==> src/rtl/fifo_drain_ctrl_if.sv <==
// Read port of the dual-clock FIFO as seen from the read clock domain.
// master = drain controller (pops), slave = FIFO (presents head word and empty flag).
interface fifo_drain_ctrl_if #(
  parameter int DSIZE = 8
);
  logic             rempty;
  logic [DSIZE-1:0] rdata;
  logic             rinc;

  modport master (
    input  rempty,
    input  rdata,
    output rinc
  );

  modport slave (
    output rempty,
    output rdata,
    input  rinc
  );
endinterface

==> src/rtl/fifo_drain_ctrl.sv <==
// Drains up to DEPTH words from a FWFT FIFO into a local capture memory.
// Pops combinationally while DRAIN and FIFO non-empty; stalls abort after TIMEOUT empty cycles.
module fifo_drain_ctrl #(
  parameter int DSIZE   = 8,
  parameter int AW      = 4,
  parameter int TIMEOUT = 64
) (
  input  logic             clk,
  input  logic             rst_n,
  input  logic             start,
  input  logic [AW:0]      count,
  fifo_drain_ctrl_if.master fifo,
  output logic             busy,
  output logic             done,
  output logic             timeout,
  output logic [AW:0]      words_rcvd,
  input  logic [AW-1:0]    rd_addr,
  output logic [DSIZE-1:0] rd_data
);

  localparam int          DEPTH      = 1 << AW;
  localparam int          SW         = $clog2(TIMEOUT + 1);
  localparam logic [AW:0] DEPTH_W    = (AW + 1)'(DEPTH);
  localparam logic [SW-1:0] STALL_LAST = SW'(TIMEOUT - 1);

  typedef enum logic [1:0] {
    IDLE,
    DRAIN,
    DONE,
    ERR
  } state_t;

  state_t           state, state_nxt;
  logic [AW:0]      target, target_nxt;
  logic [AW:0]      words_nxt;
  logic [SW-1:0]    stall_cnt, stall_nxt;
  logic             timeout_nxt;
  logic             pop;
  logic             last_pop;
  logic [DSIZE-1:0] mem [DEPTH];

  // Pop is gated by state so an underflow or out-of-drain pop cannot occur.
  assign pop       = (state == DRAIN) && !fifo.rempty;
  assign last_pop  = pop && (words_rcvd == (target - (AW + 1)'(1)));
  assign fifo.rinc = pop;
  assign busy      = (state == DRAIN);
  assign done      = (state == DONE);

  always_comb begin
    state_nxt   = state;
    target_nxt  = target;
    words_nxt   = words_rcvd;
    stall_nxt   = stall_cnt;
    timeout_nxt = timeout;
    case (state)
      IDLE: begin
        if (start) begin
          target_nxt  = (count > DEPTH_W) ? DEPTH_W : count;
          words_nxt   = '0;
          stall_nxt   = '0;
          timeout_nxt = 1'b0;
          state_nxt   = (count == '0) ? DONE : DRAIN;
        end
      end
      DRAIN: begin
        if (pop) begin
          words_nxt = words_rcvd + (AW + 1)'(1);
          stall_nxt = '0;
          if (last_pop) begin
            state_nxt = DONE;
          end
        end else begin
          stall_nxt = stall_cnt + SW'(1);
          if (stall_cnt == STALL_LAST) begin
            state_nxt = ERR;
          end
        end
      end
      DONE: begin
        state_nxt = IDLE;
      end
      ERR: begin
        timeout_nxt = 1'b1;
        state_nxt   = IDLE;
      end
      default: begin
        state_nxt = IDLE;
      end
    endcase
  end

  always_ff @(posedge clk or negedge rst_n) begin
    if (!rst_n) begin
      state      <= IDLE;
      target     <= '0;
      words_rcvd <= '0;
      stall_cnt  <= '0;
      timeout    <= 1'b0;
    end else begin
      state      <= state_nxt;
      target     <= target_nxt;
      words_rcvd <= words_nxt;
      stall_cnt  <= stall_nxt;
      timeout    <= timeout_nxt;
    end
  end

  // Capture memory is deliberately unreset; contents persist until overwritten.
  always_ff @(posedge clk) begin
    if (pop) begin
      mem[words_rcvd[AW-1:0]] <= fifo.rdata;
    end
  end

  always_ff @(posedge clk or negedge rst_n) begin
    if (!rst_n) begin
      rd_data <= '0;
    end else begin
      rd_data <= mem[rd_addr];
    end
  end

endmodule

==> src/flat_wrapper.sv <==
// flat-port wrapper written by rule: the top's interface ports become plain ports
module fifo_drain_ctrl_flat 
#(
  parameter int DSIZE   = 8,
  parameter int AW      = 4,
  parameter int TIMEOUT = 64
)
  (clk, rst_n, start, count, busy, done, timeout, words_rcvd, rd_addr, rd_data, fifo_rempty, fifo_rdata, fifo_rinc);
  fifo_drain_ctrl_if #(.DSIZE(DSIZE)) fifo_i ();
  input  logic clk;
  input  logic rst_n;
  input  logic start;
  input  logic [AW:0] count;
  output logic busy;
  output logic done;
  output logic timeout;
  output logic [AW:0] words_rcvd;
  input  logic [AW-1:0] rd_addr;
  output logic [DSIZE-1:0] rd_data;
  input wire logic [$bits(fifo_i.rempty)-1:0] fifo_rempty;
  input wire logic [$bits(fifo_i.rdata)-1:0] fifo_rdata;
  output wire logic [$bits(fifo_i.rinc)-1:0] fifo_rinc;
  assign fifo_i.rempty = fifo_rempty;
  assign fifo_i.rdata = fifo_rdata;
  assign fifo_rinc = fifo_i.rinc;
  fifo_drain_ctrl #(.DSIZE(DSIZE), .AW(AW), .TIMEOUT(TIMEOUT)) u_core (.clk(clk), .rst_n(rst_n), .start(start), .count(count), .fifo(fifo_i), .busy(busy), .done(done), .timeout(timeout), .words_rcvd(words_rcvd), .rd_addr(rd_addr), .rd_data(rd_data));
endmodule
==> config.mk <==
export PLATFORM = sky130hd
export DESIGN_NAME = fifo_drain_ctrl_flat
export DESIGN_NICKNAME = d
export VERILOG_FILES = /design/src/rtl/fifo_drain_ctrl_if.sv /design/src/rtl/fifo_drain_ctrl.sv /design/src/flat_wrapper.sv
export SDC_FILE = /design/constraint.sdc
export NUM_CORES = 1
export LEC_CHECK = 0
export ABC_AREA = 1
export CAP_MARGIN = 20
export CORE_MARGIN = 2
export CORE_UTILIZATION = 44
export DETAILED_ROUTE_END_ITERATION = 7
export GPL_TIMING_DRIVEN = 0
export PLACE_DENSITY = 0.66
export SYNTH_ARGS = -nofsm -noshare
export SYNTH_HDL_FRONTEND = slang
export SYNTH_SLANG_ARGS = --single-unit
==> constraint.sdc <==
create_clock -name clk -period 2.85 [get_ports clk]
set_clock_uncertainty 0.05 [all_clocks]
set_input_delay 0.57 -clock clk [delete_from_list [all_inputs] [get_ports clk]]
set_output_delay 0.57 -clock clk [all_outputs]
set_load 0.05 [all_outputs]
Word-level counts from Yosys, hierarchy flattened. Memory sizes are Yosys's and may differ from the RTL's. A register that Yosys moved wholly into a read port is not among the register bits. Index checks and enable logic that the tools add are counted.

Bits in registers: 20. Latch bits: 0. Bits in writable memories: 128. ROM bits: 0. Output and inout bits: 17. Logic and storage cells: 50. Memories: 1.

$add $sub $neg: 3. Multipliers: 0. Div/mod/pow operators: 0. Magnitude comparators: 1. Equality and inequality tests: 9. Shift-type cells: 0. Multiplexer cells: 17. Bitwise operators: 0. Reduce and logical (&&, ||, !) cells: 14.

Memories: u_core.mem (words 16, width 8, rd ports 1, clocked after memory_dff 1, wr ports 1, RTL line fifo_drain_ctrl.sv:40) `logic [DSIZE-1:0] mem [DEPTH];`.

Operators by type and width (number): $mux 5 (3); $mux 7 (2); $pmux 7 s2 (1); $mux 2 (5); $pmux 5 s2 (1); $add 7x1->7 const B (1); $eq 7x6->1 const B (1); $pmux 2 s3 (1); $reduce_and 2->1 (3); $reduce_and 3->1 (2); $add 5x1->5 const B (1); $eq 5x5->1 (1); $gt 5x5->1 const B (1); $logic_not 5->1 (1); $sub 5x1->5 const B (1); $eq 2x2->1 const B (2); $reduce_bool 2->1 (2); $mux 1 (3); $ne 3x1->1 const B (1); $ne 3x3->1 const B (1); $eq 2x1->1 const B (1); $logic_and 1x1->1 (2); $logic_not 1->1 (2); $logic_not 2->1 (1); other kinds (4) (4).

Logic depth before layout (Yosys ltp).
Depth in word-level cells: 6. Mapped depth: 11. Depth with buffers taken out: 11.

Worst setup path after synthesis. Ideal clock, no wire load.

Path kind: register to register. Start: register u_core.words_rcvd[0]. End: memory u_core.mem[3][0], enable pin. Setup time: 370 ps. Arrival time: 1447 ps. Setup slack: 983 ps. Stages on the path, launching flop included: 4. Path buffers: 0. Clock period less this slack: 1867 ps. Path through: dfrtp_1 > ha_1 > nand2_4 > nor2_1.

RTL lines: start: declaration (RTL line fifo_drain_ctrl.sv:16) `output logic [AW:0] words_rcvd,`; start signal: assignment (RTL line fifo_drain_ctrl.sv:102) `words_rcvd <= words_nxt;`; end: declaration (RTL line fifo_drain_ctrl.sv:40).

No word-level cell before the write port.

Worst setup path in the final report.
Start: input port fifo_rempty. End: output port fifo_rinc.

Cells in the longest elaborated chain, start to end: 2.

RTL lines: start: declaration (RTL line flat_wrapper.sv:20) `input wire logic [$bits(fifo_i.rempty)-1:0] fifo_rempty;`; $logic_not 1->1 (RTL line fifo_drain_ctrl.sv:43) `assign pop = (state == DRAIN) && !fifo.rempty;`; $logic_and 1x1->1 (RTL line fifo_drain_ctrl.sv:43); end: declaration (RTL line flat_wrapper.sv:22) `output wire logic [$bits(fifo_i.rinc)-1:0] fifo_rinc;`.

No other way between the ends.

==> out/results.tsv <==
stage	metric	value	unit
grt	vias in the first global route	4491	
clock_tree	clock buffers created by TritonCTS	17	
clock_tree	H-tree depth	4	
clock_tree	Hold Buf Count CTS	0	
synth	most frequent cell after synthesis	edfxtp_1	
synth	largest family of logic cells by synthesized area	simple AND/OR/NAND/NOR gates	
final_layout	final net count	670	
synth	Yosys top cell area share	57.4	%
floorplanning	die width	127	um
floorplanning	row count	45	
place	dpl ws	0.0652	ns
power_and_ir_drop	Psw	1.87	mW
routing	WL/cell	18.8	um
floorplanning	Die Span Y	127	um
grt	first-pass GRT wire length	24500	um
synth	mux contribution to synthesized area	0	%
synth	simple-gate share of the synthesized area	12.4	%
sta	setup ws final	0.0727	ns
synth	Cells after Synth	590	
final_layout	area grow syn2layout	17.9	%
synth	post-synthesis cell area	6700	um2
routing	Antenna Nets Post-Route	0	
place	DP Wirelength	11000	um
floorplanning	Ports	38	
critical_path	crit path max fanout	7	
flow_run	maxcap violations	0	
clock_tree	Clock Latency Late Sink	0.42	ns
clock_tree	clock slew at reported path FFs	0.06	ns
place	Buffers on Ports	33	
routing	Routed WL	15900	um
min_path	worst min path class	reg -> reg	
sta	actual slew at the worst max-slew pin	0.873	ns
min_path	Hold Crit Depth	1	
sta	Slew headroom	41.6	%
synth	Distinct cells, synth	30	
critical_path	Critical Path Slowest Stage Cell	clkdlybuf4s50_1	
place	GP Congestion	0.916	
power_and_ir_drop	Int Pwr	4.54	mW
sta	Fin. Hold Viols	0	
critical_path	Crit Path Class	in -> out	
grt	largest net degree at the start of global routing	17	
power_and_ir_drop	switching fraction of total power	29.2	%
synth	syn avg cell area	11.4	um2
critical_path	Largest stage delay, worst path	0.83	ns
power_and_ir_drop	power per cell area	811	nW/um2
critical_path	Data arrival, critical path	2.16	ns
power_and_ir_drop	Sequential Power Share	43.6	%
synth	Synth area leader	edfxtp_1	
critical_path	cell chain of the critical path	clkdlybuf4s50_1 -> nor2_8 -> clkdlybuf4s50_1	
final_layout	share of layout cells above drive strength 1	10.5	%
sta	Total Neg Setup Slack	0	ns
synth	Post-Synth XOR/XNOR Area	0.261	%
sta	min cycle time layout	2.78	ns
final_layout	antenna fix cells	0	
clock_tree	clock sinks	156	
critical_path	Worst EP required	2.23	ns
critical_path	Crit path depth	3	
clock_tree	CTS tree	done	
routing	drt pass-1 iters	6	
power_and_ir_drop	leakage power total	3.12	nW
critical_path	buffers and inverters on the worst path	2	
clock_tree	CTS root buf	clkbuf_16	
clock_tree	Setup Buffers After CTS	0	
synth	sequential fraction of the synthesis area	67.8	%
floorplanning	Die Area	16200	um2
sta	hold slack final	0.430	ns
routing	vias per inst	5.33	
sta	Final period util	97.4	%
clock_tree	maximum root-to-sink buffer count	2	
routing	DRC	0	
floorplanning	CORE AREA	15000	um2
synth	Syn Nets	617	
critical_path	cell repeated most along the worst path	clkdlybuf4s50_1	
grt	initial antenna violation count	0	
power_and_ir_drop	Peak VDD IR	0.554	mV
synth	ys async rst share	17.9	%
sta	Setup violations, final	0	
sta	RSZ-0062 raised after global routing	false	
synth	Syn. warnings	0	
critical_path	startpoint class of the critical path	input port	
critical_path	FF-to-FF path depth	5	
clock_tree	number of gates resized after cts	0	
grt	GRT Util Overall	20.6	%
grt	total gr overflow	0	
power_and_ir_drop	proportion of power drawn by combinational gates	20.2	%
synth	Compound-Gate Fraction of Synth Area	11.0	%
synth	EDFF count, synth	128	
sta	achievable frequency	360	MHz
synth	Post-synth top cells	128 x edfxtp_1, 92 x inv_1, 86 x nand2_1, 59 x nand3_1, 39 x a21oi_1	
synth	synthesis-stage register bit count	156	
routing	via count	4491	
floorplanning	Starting Density	44.6	%
synth	Synth area leaders	edfxtp_1 57%, dfrtp_1 10%, inv_1 5.2%	
power_and_ir_drop	clock network fraction of design power	36.2	%
synth	Synth Area in Adders	1.12	%
status	status	finished clean	
sta	fin. max-slew vios	0	
critical_path	Worst path top cell family by delay	buffers and inverters	
critical_path	critical path endpoint category	primary output	
synth	Main synth FF type	edfxtp_1	
routing	DR iter-0 viols	511	
state kept, by name (all words and copies together), names as in the netlist:
signal,flops
u_core.words_rcvd,5
u_core.rd_data,8
u_core.target,5
u_core.state,2
u_core.mem,128
u_core.stall_cnt,7
u_core.timeout,1
worst reg2reg max path, cell delays in order, from the launching register on:
cell and delay [ns]:
dfrtp_1 0.40, inv_2 0.10, nand2_2 0.12, nor2_8 0.17
nand2_1 0.17, nor2_1 0.70
kinds of logic after synthesis:
kind of cell / Yosys count
AND/OR/NAND/NOR: 188
flip-flops: 156
buffers and inverters: 120
AO/OA/AOI/OAI: 118
adder cells (fa/ha/maj): 6
XOR/XNOR: 2
area by class of cell:
cell class | count | area (um2)
inverters | 95 | 357
plain buffers | 25 | 144
multi-input cells | 314 | 1660
clock buffers | 20 | 437
fillers | 1310 | 7130
repair buffers | 34 | 358
flip-flops and latches | 156 | 4540
well taps | 188 | 235
clock inverters | 11 | 170
routing by layer:
layer	vias to the layer above	track usage, %	wire, um
met5	-	0	0
met4	0	6.92	261
met3	24	5.03	824
met2	137	34.1	7720
met1	2195	26.7	7080
li1	2135	-	-
worst paths after layout:
path | start | endpoint | slack [ns]
min in group asynchronous | rst_n | u_core.stall_cnt[3] | 0.57
max reg2reg | u_core.state[1] | u_core.mem[9][1] | 0.76
max in group asynchronous | rst_n | u_core.rd_data[0] | 1.62
max | fifo_rempty | fifo_rinc | 0.07
min reg2reg | u_core.stall_cnt[5] | u_core.stall_cnt[5] | 0.43
min | u_core.stall_cnt[5] | u_core.stall_cnt[5] | 0.43
placed cells by master, fill, tap and decap left out, drive strengths merged, types with 28 or more instances in the layout:
| cell | Yosys | routed |
|---|---|---|
| a21oi | 39 | 39 |
| inv | 95 | 95 |
| nor2 | 34 | 34 |
| dfrtp | 28 | 28 |
| o21ai | 40 | 40 |
| clkdlybuf4s50 | 0 | 33 |
| edfxtp | 128 | 128 |
| nand2 | 90 | 90 |
| nand3 | 59 | 59 |
| o211ai | 32 | 32 |
power by group through the flow:
| stage | Combinational [mW] | Sequential, mW | Clock [mW] |
|---|---|---|---|
| after floorplan | 0.747 | 2.95 | 0 |
| after global placement | 1.27 | 2.83 | 0 |
| after detailed placement | 1.29 | 2.84 | 0 |
| after CTS | 1.30 | 2.79 | 2.35 |
| after global routing | 1.43 | 2.82 | 2.45 |
| final | 1.29 | 2.79 | 2.32 |
per-stage QoR:
stage	total power, mW	std cells	area (um2)	util [%]
4_1_cts	6.44	843	7900	52.6
2_1_floorplan	3.70	590	6700	-
3_5_place_dp	4.13	812	7290	48.5
6_report	6.40	843	7900	52.6
3_3_place_gp	4.10	811	7270	48.3
5_1_grt	6.69	843	7900	52.6
No activity file was read; power rests on OpenSTA's default activity.
